===== src/rtl/wb_rr_arbiter_if.sv =====
// Bundle of Wishbone B4 classic signals around the two-master arbiter:
// both master-facing ports (m0_*, m1_*) and the shared slave port (s_*).
// The "slave" modport is the arbiter's view. It acts as the slave of both
// masters and drives the shared slave bus.
// The "master" modport is the environment's view. It drives the master
// requests and the slave responses.
interface wb_rr_arbiter_if #(
    parameter int ADDR_W = 32,
    parameter int DATA_W = 32
);
    localparam int SEL_W = DATA_W / 8;

    logic              m0_cyc_i;
    logic              m0_stb_i;
    logic              m0_we_i;
    logic [SEL_W-1:0]  m0_sel_i;
    logic [ADDR_W-1:0] m0_adr_i;
    logic [DATA_W-1:0] m0_dat_i;
    logic [DATA_W-1:0] m0_dat_o;
    logic              m0_ack_o;
    logic              m0_err_o;

    logic              m1_cyc_i;
    logic              m1_stb_i;
    logic              m1_we_i;
    logic [SEL_W-1:0]  m1_sel_i;
    logic [ADDR_W-1:0] m1_adr_i;
    logic [DATA_W-1:0] m1_dat_i;
    logic [DATA_W-1:0] m1_dat_o;
    logic              m1_ack_o;
    logic              m1_err_o;

    logic              s_cyc_o;
    logic              s_stb_o;
    logic              s_we_o;
    logic [SEL_W-1:0]  s_sel_o;
    logic [ADDR_W-1:0] s_adr_o;
    logic [DATA_W-1:0] s_dat_o;
    logic [DATA_W-1:0] s_dat_i;
    logic              s_ack_i;
    logic              s_err_i;

    modport slave (
        input  m0_cyc_i, m0_stb_i, m0_we_i, m0_sel_i, m0_adr_i, m0_dat_i,
        output m0_dat_o, m0_ack_o, m0_err_o,
        input  m1_cyc_i, m1_stb_i, m1_we_i, m1_sel_i, m1_adr_i, m1_dat_i,
        output m1_dat_o, m1_ack_o, m1_err_o,
        output s_cyc_o, s_stb_o, s_we_o, s_sel_o, s_adr_o, s_dat_o,
        input  s_dat_i, s_ack_i, s_err_i
    );

    modport master (
        output m0_cyc_i, m0_stb_i, m0_we_i, m0_sel_i, m0_adr_i, m0_dat_i,
        input  m0_dat_o, m0_ack_o, m0_err_o,
        output m1_cyc_i, m1_stb_i, m1_we_i, m1_sel_i, m1_adr_i, m1_dat_i,
        input  m1_dat_o, m1_ack_o, m1_err_o,
        input  s_cyc_o, s_stb_o, s_we_o, s_sel_o, s_adr_o, s_dat_o,
        output s_dat_i, s_ack_i, s_err_i
    );
endinterface


===== src/rtl/wb_rr_arbiter.sv =====
// Two-master round-robin Wishbone B4 classic arbiter with an ack watchdog.
// Ownership is held while the owner keeps cyc high; a strobed transfer that
// sees no ack/err for TIMEOUT cycles is aborted with err to the owner.
module wb_rr_arbiter #(
    parameter int ADDR_W  = 32,
    parameter int DATA_W  = 32,
    parameter int TIMEOUT = 64
) (
    input  logic                  wb_clk_i,
    input  logic                  wb_rst_i,
    wb_rr_arbiter_if.slave        bus,
    output logic [1:0]            grant_o,
    output logic                  timeout_o
);
    localparam int SEL_W = DATA_W / 8;
    localparam int WD_W  = (TIMEOUT > 0) ? $clog2(TIMEOUT + 1) : 1;
    localparam logic [WD_W-1:0] WD_LAST = WD_W'((TIMEOUT > 0) ? TIMEOUT - 1 : 0);

    typedef enum logic [1:0] {
        IDLE  = 2'd0,
        OWN0  = 2'd1,
        OWN1  = 2'd2,
        ABORT = 2'd3
    } state_t;

    state_t          state_q, state_d;
    logic            last_q, last_d;   // last-served master: 0 = m0, 1 = m1
    logic [WD_W-1:0] wd_q, wd_d;

    logic            own_cyc;
    logic            own_stb;
    logic            resp;
    logic            expire;

    logic              s_cyc, s_stb, s_we;
    logic [SEL_W-1:0]  s_sel;
    logic [ADDR_W-1:0] s_adr;
    logic [DATA_W-1:0] s_dat;
    logic [DATA_W-1:0] m0_dat, m1_dat;
    logic              m0_ack, m0_err, m1_ack, m1_err;
    logic [1:0]        grant;
    logic              tmo;

    // Control registers: FSM state, round-robin pointer, watchdog counter.
    always_ff @(posedge wb_clk_i) begin
        if (wb_rst_i) begin
            state_q <= IDLE;
            last_q  <= 1'b1;
            wd_q    <= '0;
        end else begin
            state_q <= state_d;
            last_q  <= last_d;
            wd_q    <= wd_d;
        end
    end

    // Next-state, pointer and watchdog update; cyc drop takes priority over expiry.
    always_comb begin
        state_d = state_q;
        last_d  = last_q;
        wd_d    = '0;
        own_cyc = 1'b0;
        own_stb = 1'b0;
        case (state_q)
            OWN0: begin
                own_cyc = bus.m0_cyc_i;
                own_stb = bus.m0_stb_i;
            end
            OWN1: begin
                own_cyc = bus.m1_cyc_i;
                own_stb = bus.m1_stb_i;
            end
            default: begin
                own_cyc = 1'b0;
                own_stb = 1'b0;
            end
        endcase
        resp   = bus.s_ack_i | bus.s_err_i;
        expire = (TIMEOUT > 0) && own_stb && !resp && (wd_q == WD_LAST);

        case (state_q)
            IDLE: begin
                if (bus.m0_cyc_i && bus.m1_cyc_i) begin
                    state_d = last_q ? OWN0 : OWN1;
                end else if (bus.m0_cyc_i) begin
                    state_d = OWN0;
                end else if (bus.m1_cyc_i) begin
                    state_d = OWN1;
                end
            end
            OWN0, OWN1: begin
                if (!own_cyc) begin
                    state_d = IDLE;
                    last_d  = (state_q == OWN1);
                end else if (expire) begin
                    state_d = ABORT;
                    last_d  = (state_q == OWN1);
                end else if ((TIMEOUT > 0) && own_stb && !resp) begin
                    wd_d = wd_q + 1'b1;
                end
            end
            ABORT: begin
                state_d = IDLE;
            end
            default: begin
                state_d = IDLE;
            end
        endcase
    end

    // Bus steering from the registered state; ABORT reports err to the aborted master.
    always_comb begin
        s_cyc  = 1'b0;
        s_stb  = 1'b0;
        s_we   = 1'b0;
        s_sel  = '0;
        s_adr  = '0;
        s_dat  = '0;
        m0_dat = '0;
        m1_dat = '0;
        m0_ack = 1'b0;
        m0_err = 1'b0;
        m1_ack = 1'b0;
        m1_err = 1'b0;
        grant  = 2'b00;
        tmo    = 1'b0;
        case (state_q)
            OWN0: begin
                s_cyc  = bus.m0_cyc_i;
                s_stb  = bus.m0_stb_i;
                s_we   = bus.m0_we_i;
                s_sel  = bus.m0_sel_i;
                s_adr  = bus.m0_adr_i;
                s_dat  = bus.m0_dat_i;
                m0_dat = bus.s_dat_i;
                m0_ack = bus.s_ack_i;
                m0_err = bus.s_err_i;
                grant  = 2'b01;
            end
            OWN1: begin
                s_cyc  = bus.m1_cyc_i;
                s_stb  = bus.m1_stb_i;
                s_we   = bus.m1_we_i;
                s_sel  = bus.m1_sel_i;
                s_adr  = bus.m1_adr_i;
                s_dat  = bus.m1_dat_i;
                m1_dat = bus.s_dat_i;
                m1_ack = bus.s_ack_i;
                m1_err = bus.s_err_i;
                grant  = 2'b10;
            end
            ABORT: begin
                m0_err = !last_q;
                m1_err = last_q;
                tmo    = 1'b1;
            end
            default: begin
                grant = 2'b00;
            end
        endcase
    end

    assign bus.s_cyc_o  = s_cyc;
    assign bus.s_stb_o  = s_stb;
    assign bus.s_we_o   = s_we;
    assign bus.s_sel_o  = s_sel;
    assign bus.s_adr_o  = s_adr;
    assign bus.s_dat_o  = s_dat;
    assign bus.m0_dat_o = m0_dat;
    assign bus.m0_ack_o = m0_ack;
    assign bus.m0_err_o = m0_err;
    assign bus.m1_dat_o = m1_dat;
    assign bus.m1_ack_o = m1_ack;
    assign bus.m1_err_o = m1_err;
    assign grant_o      = grant;
    assign timeout_o    = tmo;
endmodule


===== src/flat_wrapper.sv =====
// flat-port wrapper written by rule: the top's interface ports become plain ports
module wb_rr_arbiter_flat 
#(
    parameter int ADDR_W  = 32,
    parameter int DATA_W  = 32,
    parameter int TIMEOUT = 64
)
  (wb_clk_i, wb_rst_i, grant_o, timeout_o, bus_m0_cyc_i, bus_m0_stb_i, bus_m0_we_i, bus_m0_sel_i, bus_m0_adr_i, bus_m0_dat_i, bus_m0_dat_o, bus_m0_ack_o, bus_m0_err_o, bus_m1_cyc_i, bus_m1_stb_i, bus_m1_we_i, bus_m1_sel_i, bus_m1_adr_i, bus_m1_dat_i, bus_m1_dat_o, bus_m1_ack_o, bus_m1_err_o, bus_s_cyc_o, bus_s_stb_o, bus_s_we_o, bus_s_sel_o, bus_s_adr_o, bus_s_dat_o, bus_s_dat_i, bus_s_ack_i, bus_s_err_i);
  wb_rr_arbiter_if #(.ADDR_W(ADDR_W), .DATA_W(DATA_W)) bus_i ();
  input  logic wb_clk_i;
  input  logic wb_rst_i;
  output logic [1:0] grant_o;
  output logic timeout_o;
  input wire logic [$bits(bus_i.m0_cyc_i)-1:0] bus_m0_cyc_i;
  input wire logic [$bits(bus_i.m0_stb_i)-1:0] bus_m0_stb_i;
  input wire logic [$bits(bus_i.m0_we_i)-1:0] bus_m0_we_i;
  input wire logic [$bits(bus_i.m0_sel_i)-1:0] bus_m0_sel_i;
  input wire logic [$bits(bus_i.m0_adr_i)-1:0] bus_m0_adr_i;
  input wire logic [$bits(bus_i.m0_dat_i)-1:0] bus_m0_dat_i;
  output wire logic [$bits(bus_i.m0_dat_o)-1:0] bus_m0_dat_o;
  output wire logic [$bits(bus_i.m0_ack_o)-1:0] bus_m0_ack_o;
  output wire logic [$bits(bus_i.m0_err_o)-1:0] bus_m0_err_o;
  input wire logic [$bits(bus_i.m1_cyc_i)-1:0] bus_m1_cyc_i;
  input wire logic [$bits(bus_i.m1_stb_i)-1:0] bus_m1_stb_i;
  input wire logic [$bits(bus_i.m1_we_i)-1:0] bus_m1_we_i;
  input wire logic [$bits(bus_i.m1_sel_i)-1:0] bus_m1_sel_i;
  input wire logic [$bits(bus_i.m1_adr_i)-1:0] bus_m1_adr_i;
  input wire logic [$bits(bus_i.m1_dat_i)-1:0] bus_m1_dat_i;
  output wire logic [$bits(bus_i.m1_dat_o)-1:0] bus_m1_dat_o;
  output wire logic [$bits(bus_i.m1_ack_o)-1:0] bus_m1_ack_o;
  output wire logic [$bits(bus_i.m1_err_o)-1:0] bus_m1_err_o;
  output wire logic [$bits(bus_i.s_cyc_o)-1:0] bus_s_cyc_o;
  output wire logic [$bits(bus_i.s_stb_o)-1:0] bus_s_stb_o;
  output wire logic [$bits(bus_i.s_we_o)-1:0] bus_s_we_o;
  output wire logic [$bits(bus_i.s_sel_o)-1:0] bus_s_sel_o;
  output wire logic [$bits(bus_i.s_adr_o)-1:0] bus_s_adr_o;
  output wire logic [$bits(bus_i.s_dat_o)-1:0] bus_s_dat_o;
  input wire logic [$bits(bus_i.s_dat_i)-1:0] bus_s_dat_i;
  input wire logic [$bits(bus_i.s_ack_i)-1:0] bus_s_ack_i;
  input wire logic [$bits(bus_i.s_err_i)-1:0] bus_s_err_i;
  assign bus_i.m0_cyc_i = bus_m0_cyc_i;
  assign bus_i.m0_stb_i = bus_m0_stb_i;
  assign bus_i.m0_we_i = bus_m0_we_i;
  assign bus_i.m0_sel_i = bus_m0_sel_i;
  assign bus_i.m0_adr_i = bus_m0_adr_i;
  assign bus_i.m0_dat_i = bus_m0_dat_i;
  assign bus_m0_dat_o = bus_i.m0_dat_o;
  assign bus_m0_ack_o = bus_i.m0_ack_o;
  assign bus_m0_err_o = bus_i.m0_err_o;
  assign bus_i.m1_cyc_i = bus_m1_cyc_i;
  assign bus_i.m1_stb_i = bus_m1_stb_i;
  assign bus_i.m1_we_i = bus_m1_we_i;
  assign bus_i.m1_sel_i = bus_m1_sel_i;
  assign bus_i.m1_adr_i = bus_m1_adr_i;
  assign bus_i.m1_dat_i = bus_m1_dat_i;
  assign bus_m1_dat_o = bus_i.m1_dat_o;
  assign bus_m1_ack_o = bus_i.m1_ack_o;
  assign bus_m1_err_o = bus_i.m1_err_o;
  assign bus_s_cyc_o = bus_i.s_cyc_o;
  assign bus_s_stb_o = bus_i.s_stb_o;
  assign bus_s_we_o = bus_i.s_we_o;
  assign bus_s_sel_o = bus_i.s_sel_o;
  assign bus_s_adr_o = bus_i.s_adr_o;
  assign bus_s_dat_o = bus_i.s_dat_o;
  assign bus_i.s_dat_i = bus_s_dat_i;
  assign bus_i.s_ack_i = bus_s_ack_i;
  assign bus_i.s_err_i = bus_s_err_i;
  wb_rr_arbiter #(.ADDR_W(ADDR_W), .DATA_W(DATA_W), .TIMEOUT(TIMEOUT)) u_core (.wb_clk_i(wb_clk_i), .wb_rst_i(wb_rst_i), .bus(bus_i), .grant_o(grant_o), .timeout_o(timeout_o));
endmodule

===== config.mk =====
export PLATFORM = sky130hd
export DESIGN_NAME = wb_rr_arbiter_flat
export DESIGN_NICKNAME = d
export VERILOG_FILES = /design/src/rtl/wb_rr_arbiter_if.sv /design/src/rtl/wb_rr_arbiter.sv /design/src/flat_wrapper.sv
export SDC_FILE = /design/constraint.sdc
export NUM_CORES = 1
export LEC_CHECK = 0
export CAP_MARGIN = 25
export CORE_AREA = 8 8 117 119
export CTS_BUF_LIST = sky130_fd_sc_hd__clkbuf_4 sky130_fd_sc_hd__clkbuf_8 sky130_fd_sc_hd__clkbuf_16
export CTS_CLUSTER_DIAMETER = 150
export DETAILED_ROUTE_END_ITERATION = 8
export DIE_AREA = 0 0 125 127
export DONT_BUFFER_PORTS = 1
export GPL_TIMING_DRIVEN = 0
export PLACE_DENSITY = 0.34
export SYNTH_ARGS = -nofsm -noshare
export SYNTH_HDL_FRONTEND = slang
export SYNTH_SLANG_ARGS = --single-unit

===== constraint.sdc =====
create_clock -name wb_clk_i -period 5.76 [get_ports wb_clk_i]
set_input_delay 1.44 -clock wb_clk_i [delete_from_list [all_inputs] [get_ports wb_clk_i]]
set_output_delay 1.44 -clock wb_clk_i [all_outputs]
set_load 0.1 [all_outputs]

==> summary.md <==
| Metric | Value |
|---|---|
| Vias | 2437 |
| H-tree Lvls | 1 |
| Die area | 0.0159 sq mm |
| Max-cap viol count | 0 |
| Setup bufs post-CTS | 0 |
| Clock sink total | 10 |
| Fin Setup TNS | 0 ps |
| Worst slew pin tran | 1120 ps |
| P&R area growth vs syn | 37.4% |
| CTS buffer count | 3 |
| Post-CTS Resized | 0 |
| Yosys warns | 0 |
| Worst Hold Class | reg2reg |
| Finished Cell Area | 0.00290 sq mm |
| Worst setup EP type | primary output |
| Synthesized flop and latch total | 10 |
| Largest net degree at the start of global routing | 11 |
| Relative slew slack | 24.9% |
| Max IR drop VDD | 0.256 mV |
| First-pass GRT wire length | 17900 microns |
| GP Congestion | 0.875 |
| Power Total | 2040 uW |
| Hold Violations, Final | 0 |
| Vias per inst | 5.16 |
| Power Density | 702 mW/mm^2 |
| TritonCTS clock tree | done |
| Final slew viol count | 0 |
| # fillers | 1292 |
| Dpl ws | 1350 ps |
| Most frequent cells in the layout | a22oi_1 (70), nor2b_2 (70), and2_1 (66) |
| CP Max Fanout | 10 |
| Gr usage total | 14.3% |
| Distinct cells, synth | 28 |
| EDFF count, synth | 0 |
| Mapped Area | 0.00211 sq mm |
| Layout cells sized above 1 | 30.7% |
| Critical Path Source Type | register |
| LEAKAGE | 0.000898 uW |
| Routed WL per cell | 26.8 microns |
| Worst-case clock buffer depth | 2 |
| ANT nets after route | 0 |
| Synth top area cells | a22oi_1 (25%), nor2b_1 (21%), and2_1 (20%) |
| Fin cells | 472 |
| Worst Path Required | 4320 ps |
| Root buffer cell | clkbuf_16 |
| Synth Flop Type | dfxtp_1 |
| Total grt overflow | 0 |
| Unrepaired setup endpoints after global routing | false |
| Status | completed |
| Hold Buf Count CTS | 0 |
| Crit path kind | reg2out |
| Mapped Cells | 306 |
| Critical path arrival | 3060 ps |
| Mean Syn Cell Area | 6.91 sq um |
| Setup ws final | 1260 ps |
| Worst Clk Skew | 0.538 ps |
| 1st-pass router iterations | 4 |
| Final setup viols | 0 |
| Achievable Freq | 0.222 GHz |
| Initial Util | 17.9% |
| Residual DRC count | 0 |
| Initial DRC Count | 161 |
| I/O pins | 320 |
| Chip height | 127 microns |
| Final nets | 509 |
| Fin crit period | 4500 ps |
| Placed cells | 465 |
| Die width | 125 microns |
| DP Wirelength | 11200 microns |
| # rows | 40 |
| Vias in the first global route | 2428 |
| Core area | 0.0118 sq mm |
| Final wirelength | 12600 microns |
| Synthesized net count | 492 |
| Seq/Total Area, Yosys | 9.47% |
| Clk_lat worst skew | 240 ps |
| Register-to-register setup slack | 3520 ps |
| Synth async-reset ratio | 0% |
| Top cell type's share of synthesized area | 24.9% |
| I/O Buffers | 0 |
| Post-synth top area cell | a22oi_1 |
| Tcrit/Tclk final | 78.1% |
| Reg clk slew, reported paths | 40 ps |
| Area post-placement | 0.00281 sq mm |
| Antenna violations before repair | 2 |
[logic make-up after synthesis]
family          share of synthesized area, %
fa+ha+maj                               4.74
compound gates                          28.3
xor+xnor                                1.66
simple gates                            47.9
flops                                   9.47
buf+inv                                 7.46
mux                                    0.474
[area by class of cell]
cell class                 instances  area (sq um)  area share [%]
antenna                            3          7.51           0.259
buffer                            33           131            4.53
clock buffer                       4          88.8            3.06
inverter                           7          26.3           0.905
multi-input combinational        256          1930            66.6
sequential                        10           200            6.90
tap                              147           184            6.34
timing repair buffer              12           330            11.4
[Yosys cell counts (3+ instances only)]
cell type	n
inv_1	7
nor2_2	6
and2_1	66
a22oi_1	70
nor2b_1	71
nand2_1	4
dfxtp_1	10
buf_2	3
clkbuf_1	27
nor2_1	8
ha_1	8
nand3_1	3
[path summary, 6_finish.rpt]
kind | from | to | cells past startpoint
worst min register to register | u_core.wd_q[0] | u_core.wd_q[0] | 1
worst min-delay path | u_core.wd_q[0] | u_core.wd_q[0] | 1
worst max-delay path | u_core.state_q[0] | bus_s_adr_o[27] | 7
worst max register to register | u_core.state_q[0] | u_core.wd_q[4] | 7
[state kept, by name (all words and copies together) (netlist names)]
name and count:
u_core.state_q 2, u_core.wd_q 7, u_core.last_q 1
[per-stage QoR]
stage	util (%)	hold WS (ps)
floorplan	-	418
global placement	19.4	442
detailed placement	23.8	453
CTS	24.5	461
global route	24.5	496
finish	24.6	450
[per-layer routing]
metal | track usage (%) | up-vias | wire length, microns
met3 | 3.95 | 16 | 1030
met2 | 26.7 | 152 | 6770
met5 | 0 | - | 0
met4 | 4.08 | 0 | 342
li1 | - | 1099 | -
met1 | 15.5 | 1170 | 4490
[critical path, stage by stage, from the launching register on]
cell and delay (ps):
dfxtp_1 360, inv_1 150, ha_1 160, buf_4 180, clkbuf_1 470, clkbuf_1 440
a22oi_1 190, nor2b_2 860
[where the power goes]
| part | switching (uW) | internal [uW] | leakage, uW |
|---|---|---|---|
| sequential | 11.1 | 76.7 | 0.0000812 |
| clock | 32.4 | 104 | 0.0000442 |
| combinational | 1480 | 335 | 0.000773 |
| total | 1520 | 516 | 0.000898 |
Note: power is estimated with default switching activity, not from simulation.
==> RTL edit 1 (same flow settings) <==
The 4 states of `state_t` get a Gray code encoding in 2 bits.
--- a/src/rtl/wb_rr_arbiter.sv
+++ b/src/rtl/wb_rr_arbiter.sv
@@ -17,10 +17,10 @@
     localparam logic [WD_W-1:0] WD_LAST = WD_W'((TIMEOUT > 0) ? TIMEOUT - 1 : 0);
 
     typedef enum logic [1:0] {
-        IDLE  = 2'd0,
-        OWN0  = 2'd1,
-        OWN1  = 2'd2,
-        ABORT = 2'd3
+        IDLE  = 2'b00,
+        OWN0  = 2'b01,
+        OWN1  = 2'b11,
+        ABORT = 2'b10
     } state_t;
 
     state_t          state_q, state_d;
Behaviour: no difference found for any inputs over 10 cycles, from zero or initial values and one cycle with wb_rst_i high; not proved beyond that.
==> RTL edit 1 against the original RTL <==
  * Setup slack lost 0.84 ns
  * Wire length shrank 13%
  * Synthesized area shrank 15%
  * Worst hold slack lost 0.0090 ns
  * First-iteration DRC count shrank 45%
  * Maximum frequency shrank 16%
  * Sequential cell count is the same
  * Critical path type unchanged
  * Final area shrank 26%
Power is not shown: default switching activity piles up to over one toggle a cycle in this logic, so the estimate is an artifact.
==> RTL edit 1: results (changes against the original RTL) <==
synth_cell_types: 35  # was 28
grt_pass1_vias: 2074  # was 2428
hold_ws_ns: 0.441  # was 0.450 ns
tightest_slew_ns: 1.13  # was 1.12 ns
yosysTopAreaCellShare_pct: 34.2  # was 24.9%
cp.arrival_ns: 3.90  # was 3.06 ns
track_usage_pct: 11.9  # was 14.3%
grt_pass1_wl_mm: 15.2  # was 17.9 mm
slowest_stage: "a22o_1"  # was nor2b_2
fillers: 1324  # was 1292
place_hpwl_mm: 9.81  # was 11.2 mm
critPathMaxStageDelay_ns: 0.94  # was 0.86 ns
synthAdderAreaFrac_pct: 4.88  # was 4.74%
clock.fmax_mhz: 187  # was 222 MHz
r2r-end: "u_core.wd_q[6]$_SDFF_PP0_"  # was u_core.wd_q[4]$_SDFF_PP0_
synth_common_cells: "70 x a22o_1, 66 x and2_1, 18 x clkbuf_1, 10 x dfxtp_1"  # was 71 x nor2b_1, 70 x a22oi_1, 66 x and2_1, 27 x clkbuf_1, 10 x dfxtp_1
synth_area_leaders: "a22o_1 34%, and2_1 23%, dfxtp_1 11%, ha_1 4.9%, clkbuf_1 3.8%"  # was a22oi_1 25%, nor2b_1 21%, and2_1 20%, dfxtp_1 9.5%, clkbuf_1 4.8%
drive_gt1_share_pct: 9.21  # was 30.7%
wire_per_inst_microns: 28.4  # was 26.8 microns
dp.cells: 383  # was 465
dp_slack_ns: 0.504  # was 1.35 ns
muxShareOfSynthArea_pct: 1.12  # was 0.474%
grt_antenna_before_repair: 0  # was 2
synthCells: 232  # was 306
syn_nets: 417  # was 492
synth.yosys.seq_area_share_pct: 11.2  # was 9.47%
antenna_cells: 0  # was 3
outcome: "finished, final reports clean"  # unchanged
synth_compound_area_share_pct: 41.8  # was 28.3%
vias_per_cell: 5.24  # was 5.16
synth_xor_area_share_pct: 1.95  # was 1.66%
routed_wl_mm: 11.0  # was 12.6 mm
finalNetCount: 426  # was 509
finClkSkew_ns: 0.000716  # was 0.000538 ns
drt_iter0_drc: 88  # was 161
r2r_setup_slack_ns: 2.55  # was 3.52 ns
==> RTL edit 1: final cells by class <==
type / count / area, sq um / share of cell area, %
flip-flops and latches: 10 / 200 / 9.35
inverters: 6 / 22.5 / 1.05
repair buffers: 4 / 81.3 / 3.80
well taps: 147 / 184 / 8.59
clock buffers: 3 / 75.1 / 3.50
multi-input cells: 192 / 1480 / 69.1
plain buffers: 24 / 98.8 / 4.61
==> RTL edit 1: layer usage <==
layer | up-vias | share of wire [%] | GRT usage (%)
met3 | 5 | 11 | 4.66
li1 | 871 | - | -
met1 | 975 | 38 | 14.0
met5 | - | 0 | 0
met2 | 173 | 51 | 20.4
met4 | 0 | 0.69 | 2.01
==> RTL edit 1: worst reg2reg max path: stages, from the launching register on <==
cell	delay [ns]
dfxtp_1	0.40
ha_1	0.86
buf_4	0.32
a31oi_1	0.05
or2_2	0.29
inv_1	0.75
nand4_4	0.30
a21oi_2	0.17
==> RTL edit 1: how the worst max path moves through the flow <==
| stage | to | start | slack (ns) |
|---|---|---|---|
| floorplan | bus_s_stb_o | bus_m0_stb_i | 0.64 |
| global placement | bus_s_stb_o | u_core.state_q[0]$_SDFFE_PP0P_ | 0.40 |
| detailed placement | bus_s_adr_o[27] | u_core.state_q[0]$_SDFFE_PP0P_ | 0.50 |
| CTS | bus_s_adr_o[27] | u_core.state_q[0]$_SDFFE_PP0P_ | 0.24 |
| global route | bus_s_adr_o[27] | u_core.state_q[0]$_SDFFE_PP0P_ | 0.22 |
| finish | bus_s_adr_o[27] | u_core.state_q[0]$_SDFFE_PP0P_ | 0.42 |
==> RTL edit 2 (same flow settings) <==
Without the edit above. `DATA_W` is set to 32 in 3 places; all go to 24.
--- a/src/rtl/wb_rr_arbiter_if.sv
+++ b/src/rtl/wb_rr_arbiter_if.sv
@@ -6,7 +6,7 @@
 // requests and the slave responses.
 interface wb_rr_arbiter_if #(
     parameter int ADDR_W = 32,
-    parameter int DATA_W = 32
+    parameter int DATA_W = 24
 );
     localparam int SEL_W = DATA_W / 8;
 
--- a/src/rtl/wb_rr_arbiter.sv
+++ b/src/rtl/wb_rr_arbiter.sv
@@ -3,7 +3,7 @@
 // sees no ack/err for TIMEOUT cycles is aborted with err to the owner.
 module wb_rr_arbiter #(
     parameter int ADDR_W  = 32,
-    parameter int DATA_W  = 32,
+    parameter int DATA_W  = 24,
     parameter int TIMEOUT = 64
 ) (
     input  logic                  wb_clk_i,
--- a/src/flat_wrapper.sv
+++ b/src/flat_wrapper.sv
@@ -2,7 +2,7 @@
 module wb_rr_arbiter_flat 
 #(
     parameter int ADDR_W  = 32,
-    parameter int DATA_W  = 32,
+    parameter int DATA_W  = 24,
     parameter int TIMEOUT = 64
 )
   (wb_clk_i, wb_rst_i, grant_o, timeout_o, bus_m0_cyc_i, bus_m0_stb_i, bus_m0_we_i, bus_m0_sel_i, bus_m0_adr_i, bus_m0_dat_i, bus_m0_dat_o, bus_m0_ack_o, bus_m0_err_o, bus_m1_cyc_i, bus_m1_stb_i, bus_m1_we_i, bus_m1_sel_i, bus_m1_adr_i, bus_m1_dat_i, bus_m1_dat_o, bus_m1_ack_o, bus_m1_err_o, bus_s_cyc_o, bus_s_stb_o, bus_s_we_o, bus_s_sel_o, bus_s_adr_o, bus_s_dat_o, bus_s_dat_i, bus_s_ack_i, bus_s_err_i);
Interface: changed (9 resized); port bits go from 320 to 269. The function was not compared with the original's and may differ.
==> RTL edit 2 against the original RTL <==
  * Wire length down 23%
  * Core utilization fell by 3.7 points
  * Via count is 17% lower
  * Clock skew is essentially flat
  * Total power down 16%
  * Critical path depth stayed put
  * Largest power group unchanged
  * Synthesized area shrank 11%
  * Maximum frequency fell by 0.86%
  * First-iteration DRC count is 42% lower
  * Setup slack got worse by 0.039 ns
  * Final area is 15% lower
  * Sequential cell count unchanged
  * Largest cell class unchanged
==> RTL edit 2: results (changes against the original RTL) <==
r2r-end: "u_core.wd_q[5]$_SDFF_PP0_"  # was u_core.wd_q[4]$_SDFF_PP0_
multi_input_area_share_pct: 68.4  # was 66.6%
holdCritPathClass: "reg2reg"  # unchanged
gp_congestion: 0.780  # was 0.875
seq_power_share_pct: 5.1  # was 4.3%
r2r-start: "u_core.state_q[1]$_SDFFE_PP0P_"  # was u_core.state_q[0]$_SDFFE_PP0P_
vias_per_cell: 4.76  # was 5.16
met1_length_mm: 3.83  # was 4.49 mm
clkCellAreaFrac_pct: 3.60  # was 3.06%
r2r_setup_slack_ns: 3.47  # was 3.52 ns
worstPathMaxFanout: 10  # unchanged
setup_slack_ns: 1.22  # was 1.26 ns
wl_met2_mm: 5.12  # was 6.77 mm
grt_pass1_wl_mm: 14.3  # was 17.9 mm
synth.yosys.seq_area_share_pct: 10.7  # was 9.47%
routed_wl_mm: 9.77  # was 12.6 mm
vdd_drop_max_mv: 0.206  # was 0.256 mV
dp_slack_ns: 1.38  # was 1.35 ns
wl_met3_microns: 793  # was 1.03 mm
fillers: 1331  # was 1292
track_usage_pct: 11.1  # was 14.3%
nNonClkInverters: 7  # unchanged
place_hpwl_mm: 8.46  # was 11.2 mm
synth_common_cells: "62 x nor2b_1, 61 x a22oi_1, 50 x and2_1, 21 x clkbuf_1, 10 x dfxtp_1"  # was 71 x nor2b_1, 70 x a22oi_1, 66 x and2_1, 27 x clkbuf_1, 10 x dfxtp_1
use_met1_pct: 12.6  # was 15.5%
grt_pass1_vias: 2113  # was 2428
nonClkBufAreaFrac_pct: 11.4  # was 15.9%
syn_nets: 427  # was 492
drive_gt1_share_pct: 30.3  # was 30.7%
finalNetCount: 438  # was 509
finClkSkew_ns: 0.000796  # was 0.000538 ns
comb.multi_input.count: 222  # was 256
outcome: "finished, final reports clean"  # unchanged
cp-startpoint: "u_core.state_q[1]$_SDFFE_PP0P_"  # was u_core.state_q[0]$_SDFFE_PP0P_
n_all_buffers: 34  # was 45
antenna_cells: 0  # was 3
muxShareOfSynthArea_pct: 0.534  # was 0.474%
synth_compound_area_share_pct: 28.3  # about the same
comb_power_w: 0.00149  # was 0.00181 W
use_met3_pct: 3.33  # was 3.95%
cp.arrival_ns: 3.10  # was 3.06 ns
crit_end: "bus_s_adr_o[6]"  # was bus_s_adr_o[27]
synth_xor_area_share_pct: 1.87  # was 1.66%
drt_iter0_drc: 93  # was 161
synthAdderAreaFrac_pct: 5.34  # was 4.74%
p_leak_nw: 0.750  # was 0.898 nW
RTL edit 2: cell types whose count changed after synthesis:
cell | before | now
a22oi_1 | 70 | 61
clkbuf_1 | 27 | 21
buf_4 | 1 | 2
nor2b_1 | 71 | 62
buf_1 | 2 | 3
and2_1 | 66 | 50
buf_2 | 3 | 2
RTL edit 2: through the flow:
| step | hold slack [ns] | instances | power, W | utilization (%) | instance area, sq um |
|---|---|---|---|---|---|
| 2_1_floorplan | 0.417 | 267 | 0.00136 | - | 1870 |
| 3_3_place_gp | 0.440 | 414 | 0.00149 | 17.4 | 2060 |
| 3_5_place_dp | 0.440 | 420 | 0.00159 | 20.1 | 2380 |
| 4_1_cts | 0.450 | 424 | 0.00173 | 20.9 | 2470 |
| 5_1_grt | 0.477 | 424 | 0.00178 | 20.9 | 2470 |
| 6_report | 0.449 | 424 | 0.00172 | 20.9 | 2470 |
